--- config.mk ---
export PLATFORM = sky130hd
export DESIGN_NAME = data_packer_flat
export DESIGN_NICKNAME = d
export VERILOG_FILES = /design/src/rtl/data_packer_if.sv /design/src/rtl/data_packer.sv /design/src/flat_wrapper.sv
export SDC_FILE = /design/constraint.sdc
export NUM_CORES = 1
export LEC_CHECK = 0
export ABC_AREA = 1
export CAP_MARGIN = 20
export CORE_UTILIZATION = 63
export CTS_CLUSTER_DIAMETER = 150
export DETAILED_ROUTE_END_ITERATION = 12
export DONT_BUFFER_PORTS = 1
export PLACE_DENSITY = 0.76
export SLEW_MARGIN = 20
export SYNTH_ARGS = -nofsm -noshare
export SYNTH_HDL_FRONTEND = slang
export SYNTH_SLANG_ARGS = --single-unit
--- constraint.sdc ---
create_clock -name CLK -period 3.5 [get_ports CLK]
set_input_delay 0.35 -clock CLK [delete_from_list [all_inputs] [get_ports CLK]]
set_output_delay 0.35 -clock CLK [all_outputs]
set_load 0.1 [all_outputs]
--- src/rtl/data_packer_if.sv ---
// Stream bundle around the data packer: narrow input words plus FLUSH in,
// packed wide words with a lane count out, both on valid/ready handshakes.
interface data_packer_if #(
  parameter int IN_WIDTH  = 16,
  parameter int NUM_WORDS = 4
);
  localparam int OUT_WIDTH = IN_WIDTH * NUM_WORDS;
  localparam int CNT_WIDTH = $clog2(NUM_WORDS + 1);

  // Handshake: a word moves on a cycle where both valid and ready are high at
  // the rising edge; valid never waits on ready, and ready may depend on valid.
  logic                 DIN_VALID;
  logic [IN_WIDTH-1:0]  DIN;
  logic                 DIN_READY;
  logic                 FLUSH;
  logic                 DOUT_VALID;
  logic [OUT_WIDTH-1:0] DOUT;
  logic [CNT_WIDTH-1:0] DOUT_COUNT;
  logic                 DOUT_READY;

  modport master (
    output DIN_VALID, DIN, FLUSH, DOUT_READY,
    input  DIN_READY, DOUT_VALID, DOUT, DOUT_COUNT
  );

  modport slave (
    input  DIN_VALID, DIN, FLUSH, DOUT_READY,
    output DIN_READY, DOUT_VALID, DOUT, DOUT_COUNT
  );
endinterface

--- src/rtl/data_packer.sv ---
// Packs NUM_WORDS narrow words (lane 0 first) into one wide word; FLUSH emits
// a partial word, deferred through flush_pend while the output is occupied.
module data_packer #(
  parameter int IN_WIDTH  = 16,
  parameter int NUM_WORDS = 4
) (
  input  logic         CLK,
  input  logic         RESET,
  data_packer_if.slave bus
);
  localparam int OUT_WIDTH = IN_WIDTH * NUM_WORDS;
  localparam int CNT_WIDTH = $clog2(NUM_WORDS + 1);
  localparam logic [CNT_WIDTH-1:0] LAST = CNT_WIDTH'(NUM_WORDS - 1);
  localparam logic [CNT_WIDTH-1:0] FULL = CNT_WIDTH'(NUM_WORDS);

  logic [CNT_WIDTH-1:0] cnt;
  logic [CNT_WIDTH-1:0] n_lanes;
  logic [OUT_WIDTH-1:0] acc;
  logic [OUT_WIDTH-1:0] acc_next;
  logic [OUT_WIDTH-1:0] dout_q;
  logic [CNT_WIDTH-1:0] count_q;
  logic                 valid_q;
  logic                 flush_pend;
  logic                 out_free;
  logic                 din_ready;
  logic                 accept;
  logic                 complete;
  logic                 flush_req;
  logic                 do_flush;

  always_comb begin
    out_free  = !valid_q || bus.DOUT_READY;
    din_ready = !RESET && !flush_pend && ((cnt != LAST) || out_free);
    accept    = bus.DIN_VALID && din_ready;
    complete  = accept && (cnt == LAST);
    n_lanes   = cnt + {{(CNT_WIDTH-1){1'b0}}, accept};
    // A word completed this cycle already carries every lane, so FLUSH adds nothing.
    flush_req = flush_pend || (bus.FLUSH && (n_lanes != '0) && !complete);
    do_flush  = flush_req && out_free;
    acc_next  = acc;
    for (int k = 0; k < NUM_WORDS; k++) begin
      if (accept && (cnt == CNT_WIDTH'(k))) begin
        acc_next[k*IN_WIDTH +: IN_WIDTH] = bus.DIN;
      end
    end
  end

  always_ff @(posedge CLK) begin
    if (RESET) begin
      cnt        <= '0;
      acc        <= '0;
      dout_q     <= '0;
      count_q    <= '0;
      valid_q    <= 1'b0;
      flush_pend <= 1'b0;
    end else if (complete || do_flush) begin
      // Unfilled lanes of acc are already zero, so partial words need no masking.
      dout_q     <= acc_next;
      count_q    <= complete ? FULL : n_lanes;
      valid_q    <= 1'b1;
      cnt        <= '0;
      acc        <= '0;
      flush_pend <= 1'b0;
    end else begin
      if (bus.DOUT_READY) begin
        valid_q <= 1'b0;
      end
      if (accept) begin
        acc <= acc_next;
        cnt <= cnt + 1'b1;
      end
      if (flush_req) begin
        flush_pend <= 1'b1;
      end
    end
  end

  assign bus.DIN_READY  = din_ready;
  assign bus.DOUT_VALID = valid_q;
  assign bus.DOUT       = dout_q;
  assign bus.DOUT_COUNT = count_q;
endmodule

--- src/flat_wrapper.sv ---
// flat-port wrapper written by rule: the top's interface ports become plain ports
module data_packer_flat 
#(
  parameter int IN_WIDTH  = 16,
  parameter int NUM_WORDS = 4
)
  (CLK, RESET, bus_DIN_VALID, bus_DIN, bus_FLUSH, bus_DOUT_READY, bus_DIN_READY, bus_DOUT_VALID, bus_DOUT, bus_DOUT_COUNT);
  data_packer_if #(.IN_WIDTH(IN_WIDTH), .NUM_WORDS(NUM_WORDS)) bus_i ();
  input  logic CLK;
  input  logic RESET;
  input wire logic [$bits(bus_i.DIN_VALID)-1:0] bus_DIN_VALID;
  input wire logic [$bits(bus_i.DIN)-1:0] bus_DIN;
  input wire logic [$bits(bus_i.FLUSH)-1:0] bus_FLUSH;
  input wire logic [$bits(bus_i.DOUT_READY)-1:0] bus_DOUT_READY;
  output wire logic [$bits(bus_i.DIN_READY)-1:0] bus_DIN_READY;
  output wire logic [$bits(bus_i.DOUT_VALID)-1:0] bus_DOUT_VALID;
  output wire logic [$bits(bus_i.DOUT)-1:0] bus_DOUT;
  output wire logic [$bits(bus_i.DOUT_COUNT)-1:0] bus_DOUT_COUNT;
  assign bus_i.DIN_VALID = bus_DIN_VALID;
  assign bus_i.DIN = bus_DIN;
  assign bus_i.FLUSH = bus_FLUSH;
  assign bus_i.DOUT_READY = bus_DOUT_READY;
  assign bus_DIN_READY = bus_i.DIN_READY;
  assign bus_DOUT_VALID = bus_i.DOUT_VALID;
  assign bus_DOUT = bus_i.DOUT;
  assign bus_DOUT_COUNT = bus_i.DOUT_COUNT;
  data_packer #(.IN_WIDTH(IN_WIDTH), .NUM_WORDS(NUM_WORDS)) u_core (.CLK(CLK), .RESET(RESET), .bus(bus_i));
endmodule
After elaboration in Yosys (flattened, before gate mapping)
Index checks and enable logic that the tools add are counted.
{"block": "word_totals", "ff_bits": 136, "input_bits": 21, "out_inout_bits": 69, "elab_cells": 41}
{"block": "classes", "n_addsub": 2, "eq_ne": 4, "muxes": 7, "reduce_logical": 22}
{"op": "16-bit two-way mux", "count": 4}
{"op": "1-bit logical AND", "count": 10}
{"op": "3-bit by 2-bit equality test with 1-bit output, second input constant", "count": 2}
{"op": "1-bit logical NOT", "count": 4}
{"op": "1-bit logical OR", "count": 4}
{"op": "3-bit by 1-bit adder with 3-bit output", "count": 1}
{"op": "3-bit by 1-bit adder with 3-bit output, second input constant", "count": 1}
{"op": "3-bit by 1-bit equality test with 1-bit output, second input constant", "count": 1}
{"op": "3-bit logical NOT", "count": 1}
{"op": "3-bit two-way mux", "count": 1}
{"op": "3-bit by 2-bit inequality test with 1-bit output, second input constant", "count": 1}
{"op": "3-bit nonzero test", "count": 1}
{"op": "1-bit two-way mux", "count": 2}
{"op": "2-bit nonzero test", "count": 1}
{"op": "2-bit OR reduction", "count": 1}

Depth between registers and ports, before layout
{"block": "depth", "word_depth": 13, "ltp_mapped": 18, "mapped_depth_nobuf": 17}

Least setup slack after synthesis
No wires, ideal clock.
{"block": "synth_path", "path_type": "reg2reg", "start": "register u_core.valid_q, in the netlist u_core.bus.DOUT_VALID", "end": "register u_core.dout_q[55], in the netlist u_core.bus.DOUT[55]", "setup_time_ns": 0.070, "arrival_ns": 2.896, "required_ns": 3.430, "setup_slack_ns": 0.534, "path_stages_with_launch": 15, "path_buffers": 2, "period_less_slack_ns": 2.966, "cell_sequence": "dfxtp_1 nand3_1 nand3_4 inv_1 ha_1 ha_1 nor2_1 nand3_1 nand3_2 nand2_2 nand2_4 buf_6 buf_6 nand3_1 a21oi_1"}
{"block": "synth_via", "elab_chain_len": 12, "word_cells_on_any_way": 15, "classes_between": "add/sub (1); mux (1); reduce/logical (13)"}
{"item": "start: declaration", "line_no": "data_packer.sv:22", "source": "logic valid_q;"}
{"item": "start signal: assignment", "line_no": "data_packer.sv:54", "source": "valid_q <= 1'b0;"}
{"item": "start signal: assignment", "line_no": "data_packer.sv:60", "source": "valid_q <= 1'b1;"}
{"item": "start signal: assignment", "line_no": "data_packer.sv:66", "source": "valid_q <= 1'b0;"}
{"item": "1-bit logical NOT (*)", "line_no": "data_packer.sv:32", "source": "out_free = !valid_q || bus.DOUT_READY;"}
{"item": "1-bit logical OR (*)", "line_no": "data_packer.sv:32"}
{"item": "1-bit logical OR (*)", "line_no": "data_packer.sv:33", "source": "din_ready = !RESET && !flush_pend && ((cnt != LAST) || out_free);"}
{"item": "1-bit logical AND (*)", "line_no": "data_packer.sv:33"}
{"item": "1-bit logical AND (*)", "line_no": "data_packer.sv:34", "source": "accept = bus.DIN_VALID && din_ready;"}
{"item": "net u_core.accept", "line_no": "data_packer.sv:26", "source": "logic accept;"}
{"item": "3-bit by 1-bit adder with 3-bit output", "line_no": "data_packer.sv:36", "source": "n_lanes = cnt + {{(CNT_WIDTH-1){1'b0}}, accept};"}
{"item": "3-bit nonzero test", "line_no": "data_packer.sv:38", "source": "flush_req = flush_pend || (bus.FLUSH && (n_lanes != '0) && !complete);"}
{"item": "1-bit logical AND (2 in a row)", "line_no": "data_packer.sv:38"}
{"item": "1-bit logical OR", "line_no": "data_packer.sv:38"}
{"item": "1-bit logical AND", "line_no": "data_packer.sv:39", "source": "do_flush = flush_req && out_free;"}
{"item": "1-bit logical OR", "line_no": "data_packer.sv:56", "source": "end else if (complete || do_flush) begin"}
{"item": "end signal: assignment", "line_no": "data_packer.sv:58", "source": "dout_q <= acc_next;"}
{"item": "end: declaration", "line_no": "data_packer.sv:20", "source": "logic [OUT_WIDTH-1:0] dout_q;"}
Mark *: on every way through the listed nets, which the timed path passes. The rest lies on a longest branch.
A chain may end at the register's enable or synchronous reset.

Final worst setup path
{"block": "layout_path", "start": "register u_core.cnt[1]", "end": "register u_core.dout_q[54], in the netlist u_core.bus.DOUT[54]"}
{"block": "layout_via", "elab_chain_len": 11, "word_cells_on_any_way": 15, "classes_between": "add/sub (1); eq/ne (2); mux (1); reduce/logical (11)"}
{"item": "start: declaration", "line_no": "data_packer.sv:16", "source": "logic [CNT_WIDTH-1:0] cnt;"}
{"item": "start signal: assignment", "line_no": "data_packer.sv:70", "source": "cnt <= cnt + 1'b1;"}
{"item": "3-bit by 2-bit inequality test with 1-bit output (*)", "line_no": "data_packer.sv:33"}
{"item": "1-bit logical OR (*)", "line_no": "data_packer.sv:33"}
{"item": "1-bit logical AND (*)", "line_no": "data_packer.sv:33"}
{"item": "1-bit logical AND (*)", "line_no": "data_packer.sv:34"}
{"item": "net u_core.accept", "line_no": "data_packer.sv:26"}
{"item": "3-bit by 1-bit adder with 3-bit output", "line_no": "data_packer.sv:36"}
{"item": "3-bit nonzero test", "line_no": "data_packer.sv:38"}
{"item": "1-bit logical AND (2 in a row)", "line_no": "data_packer.sv:38"}
{"item": "1-bit logical OR", "line_no": "data_packer.sv:38"}
{"item": "1-bit logical AND", "line_no": "data_packer.sv:39"}
{"item": "1-bit logical OR", "line_no": "data_packer.sv:56"}
Marked as above.

==> results.md <==
* Synthesized area at 5720 um^2
* Synth Area in XOR/XNOR at 0%
* Post-Synth Adder-Cell Area at 1.53%
* Yosys warns at 0
* Vias per inst at 5.61
* Non-Filler Instances at 804
* DP HPWL at 8270 um
* Post-DP Area at 5700 um^2
* Synthesized Nets at 730
* Die W at 97.3 um
* Register bit total from synthesis at 136
* Max Root-Sink Buffers at 2
* Max-slew violation count at 0
* Synth cell count leaders: nand2_1 (147), dfxtp_1 (136), inv_1 (59)
* Site row count at 34
* Count leader, synth: nand2_1
* Unrepaired setup endpoints after global routing: false
* Seq/Total Area, Yosys at 47.6%
* Reg2reg setup slack at 0.30 ns
* Avg Cell Area, Syn at 8.15 um^2
* Area growth syn-to-layout at 11.0%
* Kind of critical path: reg2reg
* Largest family of logic cells by synthesized area: simple AND/OR/NAND/NOR gates
* Unique masters post-synth at 30
* Hold Violations, Final at 0
* Root Buffer: clkbuf_8
* GPL Wtd Cong at 0.773
* Multiplexer area fraction after synthesis at 0%
* Worst path arrival time at 3.64 ns
* GR Overflow Total at 0
* Post-route cell area at 6350 um^2
* Worst Tran Pin Value at 1.02 ns
* Skew-Pair Late Insertion Delay at 0.52 ns
* Post-Syn Instances at 702
* Inst Count DP at 771
* Synth area leaders: dfxtp_1 (48%), nand2_1 (9.6%), o21a_1 (5.8%)
* Vias at 4508
* Max cap viols at 0
* RR Startpoint: u_core.cnt[1]
* ANT cells at 0
* Ys async rst share at 0%
* Min-Delay Path Depth at 3
* Cts bufs inserted at 17
* Main synth FF type: dfxtp_1
* Reported leakage power at 2.50 nW
* # setup viols final at 0
* Worst Path Required at 3.94 ns
* Clock transition at path regs at 0.06 ns
* WL final at 13000 um
* Max VDD drop at 0.441 mV
* Worst Path Max Fanout at 29
* Fin Hold WS at 0.0997 ns
* Nets at 711
* Number of enable flip-flop cells after synthesis at 0
* CP Capture Type: register
* Iteration-0 DRC Markers at 241
* Post-CTS setup buffer count at 0
* Die Y at 97.3 um
* Hold endpoint: u_core.acc[54]
* Initial Util at 65.2%
* GRT Util Overall at 28.6%
* Fin Setup TNS at 0 ns
* Share of layout cells above drive strength 1 at 10.8%
* Pin count of the biggest net entering global routing at 74
* H-Tree Level Count at 4
* Type of origin of the critical path: register
* Clk sinks at 136
* First-pass GRT wire length at 21300 um
* DRT Pass-1 Iters at 5
* Core area at 8760 um^2
* PortBufs at 0
* Min cycle time layout at 3.20 ns
* Worst Hold Class: in2reg
* Final critical-path share of the clock period at 91.4%
* Worst clock skew at 0.00714 ns
* Area share of the largest cell type after synthesis at 47.6%
* FF-to-FF End: u_core.bus.DOUT[54]
* Top Ports at 90
* Max-slew headroom at 31.8%
* Synth Area in Simple Gates at 27.8%
* Util after Layout at 72.4%
* Detail Route Antenna Nets at 0
* Pwr per Cell Area at 675 nW/um^2
* Status: finished clean
* Fill cells at 677
* Worst Reg-to-Reg Cells at 15
* DRC Markers at 0
* Initial antenna violation count at 0
* Hold path start: bus_DIN[6]
* Drt wl/cell at 16.2 um
* Number of global-route vias before repair at 4393
* Die area at 9460 um^2
* Largest area contributor in the netlist: dfxtp_1
* CTS tree: built
* Highest Clock Rate at 0.313 GHz
* Complex-gate fraction of the synthesized area at 14.4%
-- per-stage QoR --
stage	power, mW	setup slack, ns
6_report	4.28	0.300
5_1_grt	4.42	0.0730
4_1_cts	4.30	0.250
3_5_place_dp	2.47	0.248
3_3_place_gp	2.45	0.482
2_1_floorplan	2.40	0.534
-- cells by family after synthesis --
group | after synthesis
compound gates | 132
fa+ha+maj | 7
flops | 136
simple gates | 315
buf+inv | 112
-- worst max-delay path: stages (launching register included) --
cell	delay, ns
dfxtp_1	0.41
ha_1	0.18
ha_1	0.21
nand3_1	0.16
nand3_4	0.16
inv_1	0.09
ha_1	0.21
ha_1	0.31
nor2_1	0.12
nand3_1	0.10
nand3_2	0.09
nand2_2	0.09
nand2_4	0.26
buf_4	0.38
nand3_1	0.13
a21oi_1	0.20
-- metal layers --
layer,vias to the layer above,GRT usage [%],wire length [um]
li1,2240,-,-
met1,2121,35.3,5530
met2,127,46.7,6230
met3,20,8.42,969
met4,0,11.7,269
met5,-,0,0
-- state kept, by name, indices dropped and copies added, names as in the netlist --
name                   count
u_core.flush_pend          1
u_core.bus.DOUT_VALID      1
u_core.bus.DOUT_COUNT      3
u_core.bus.DOUT           64
u_core.acc                64
u_core.cnt                 3
-- timing repair --
action	CTS	global route
hold buffers	1	0
endpoints found under the hold margin	73	0
resized for setup	0	1
endpoints found under the setup margin	0	1
-- how the worst max path moves through the flow --
stage	startpoint	to	slack, ns	cells past startpoint
CTS	u_core.cnt[1]	u_core.acc[47]	0.25	15
global placement	u_core.cnt[0]	u_core.acc[26]	0.48	15
global route	u_core.cnt[1]	u_core.bus.DOUT[35]	0.07	15
detailed placement	u_core.cnt[1]	u_core.acc[47]	0.25	15
floorplan	u_core.bus.DOUT_VALID	u_core.bus.DOUT[55]	0.53	14
finish	u_core.cnt[1]	u_core.bus.DOUT[54]	0.30	15
-- where the power goes --
group	switching [mW]	internal, mW	total [mW]
logic	0.318	0.151	0.469
registers	0.368	1.62	1.99
clock network	0.651	1.17	1.82
-- placed cells by master (no fill, tap or decap), types with 2 or more instances in the layout --
cell type / Yosys / final
a21boi_0: 19 / 19
clkbuf_8: 0 / 2
nor2_4: 3 / 3
clkinvlp_4: 0 / 2
nand3b_1: 20 / 20
ha_1: 7 / 7
bufinv_16: 0 / 4
dfxtp_1: 136 / 136
inv_1: 59 / 59
clkinv_2: 0 / 5
o21a_1: 44 / 44
nand3_1: 49 / 49
nor2_1: 57 / 57
nand2_2: 2 / 2
clkinv_4: 0 / 2
clkbuf_16: 0 / 16
a21oi_1: 48 / 48
nor3b_1: 11 / 11
o21ai_1: 15 / 15
o21ai_0: 5 / 5
nor3b_2: 17 / 17
nand4_1: 2 / 2
nand2_1: 147 / 147
buf_4: 1 / 12
-- final cells by class --
cell class | instances | area, um^2 | area share, %
clock inverter | 13 | 178 | 2.80
timing repair buffer | 14 | 138 | 2.17
inverter | 60 | 225 | 3.55
sequential | 136 | 2720 | 42.9
clock buffer | 19 | 432 | 6.80
multi-input combinational | 454 | 2520 | 39.6
tap | 108 | 135 | 2.13
Power figures use the tool's default switching activity.
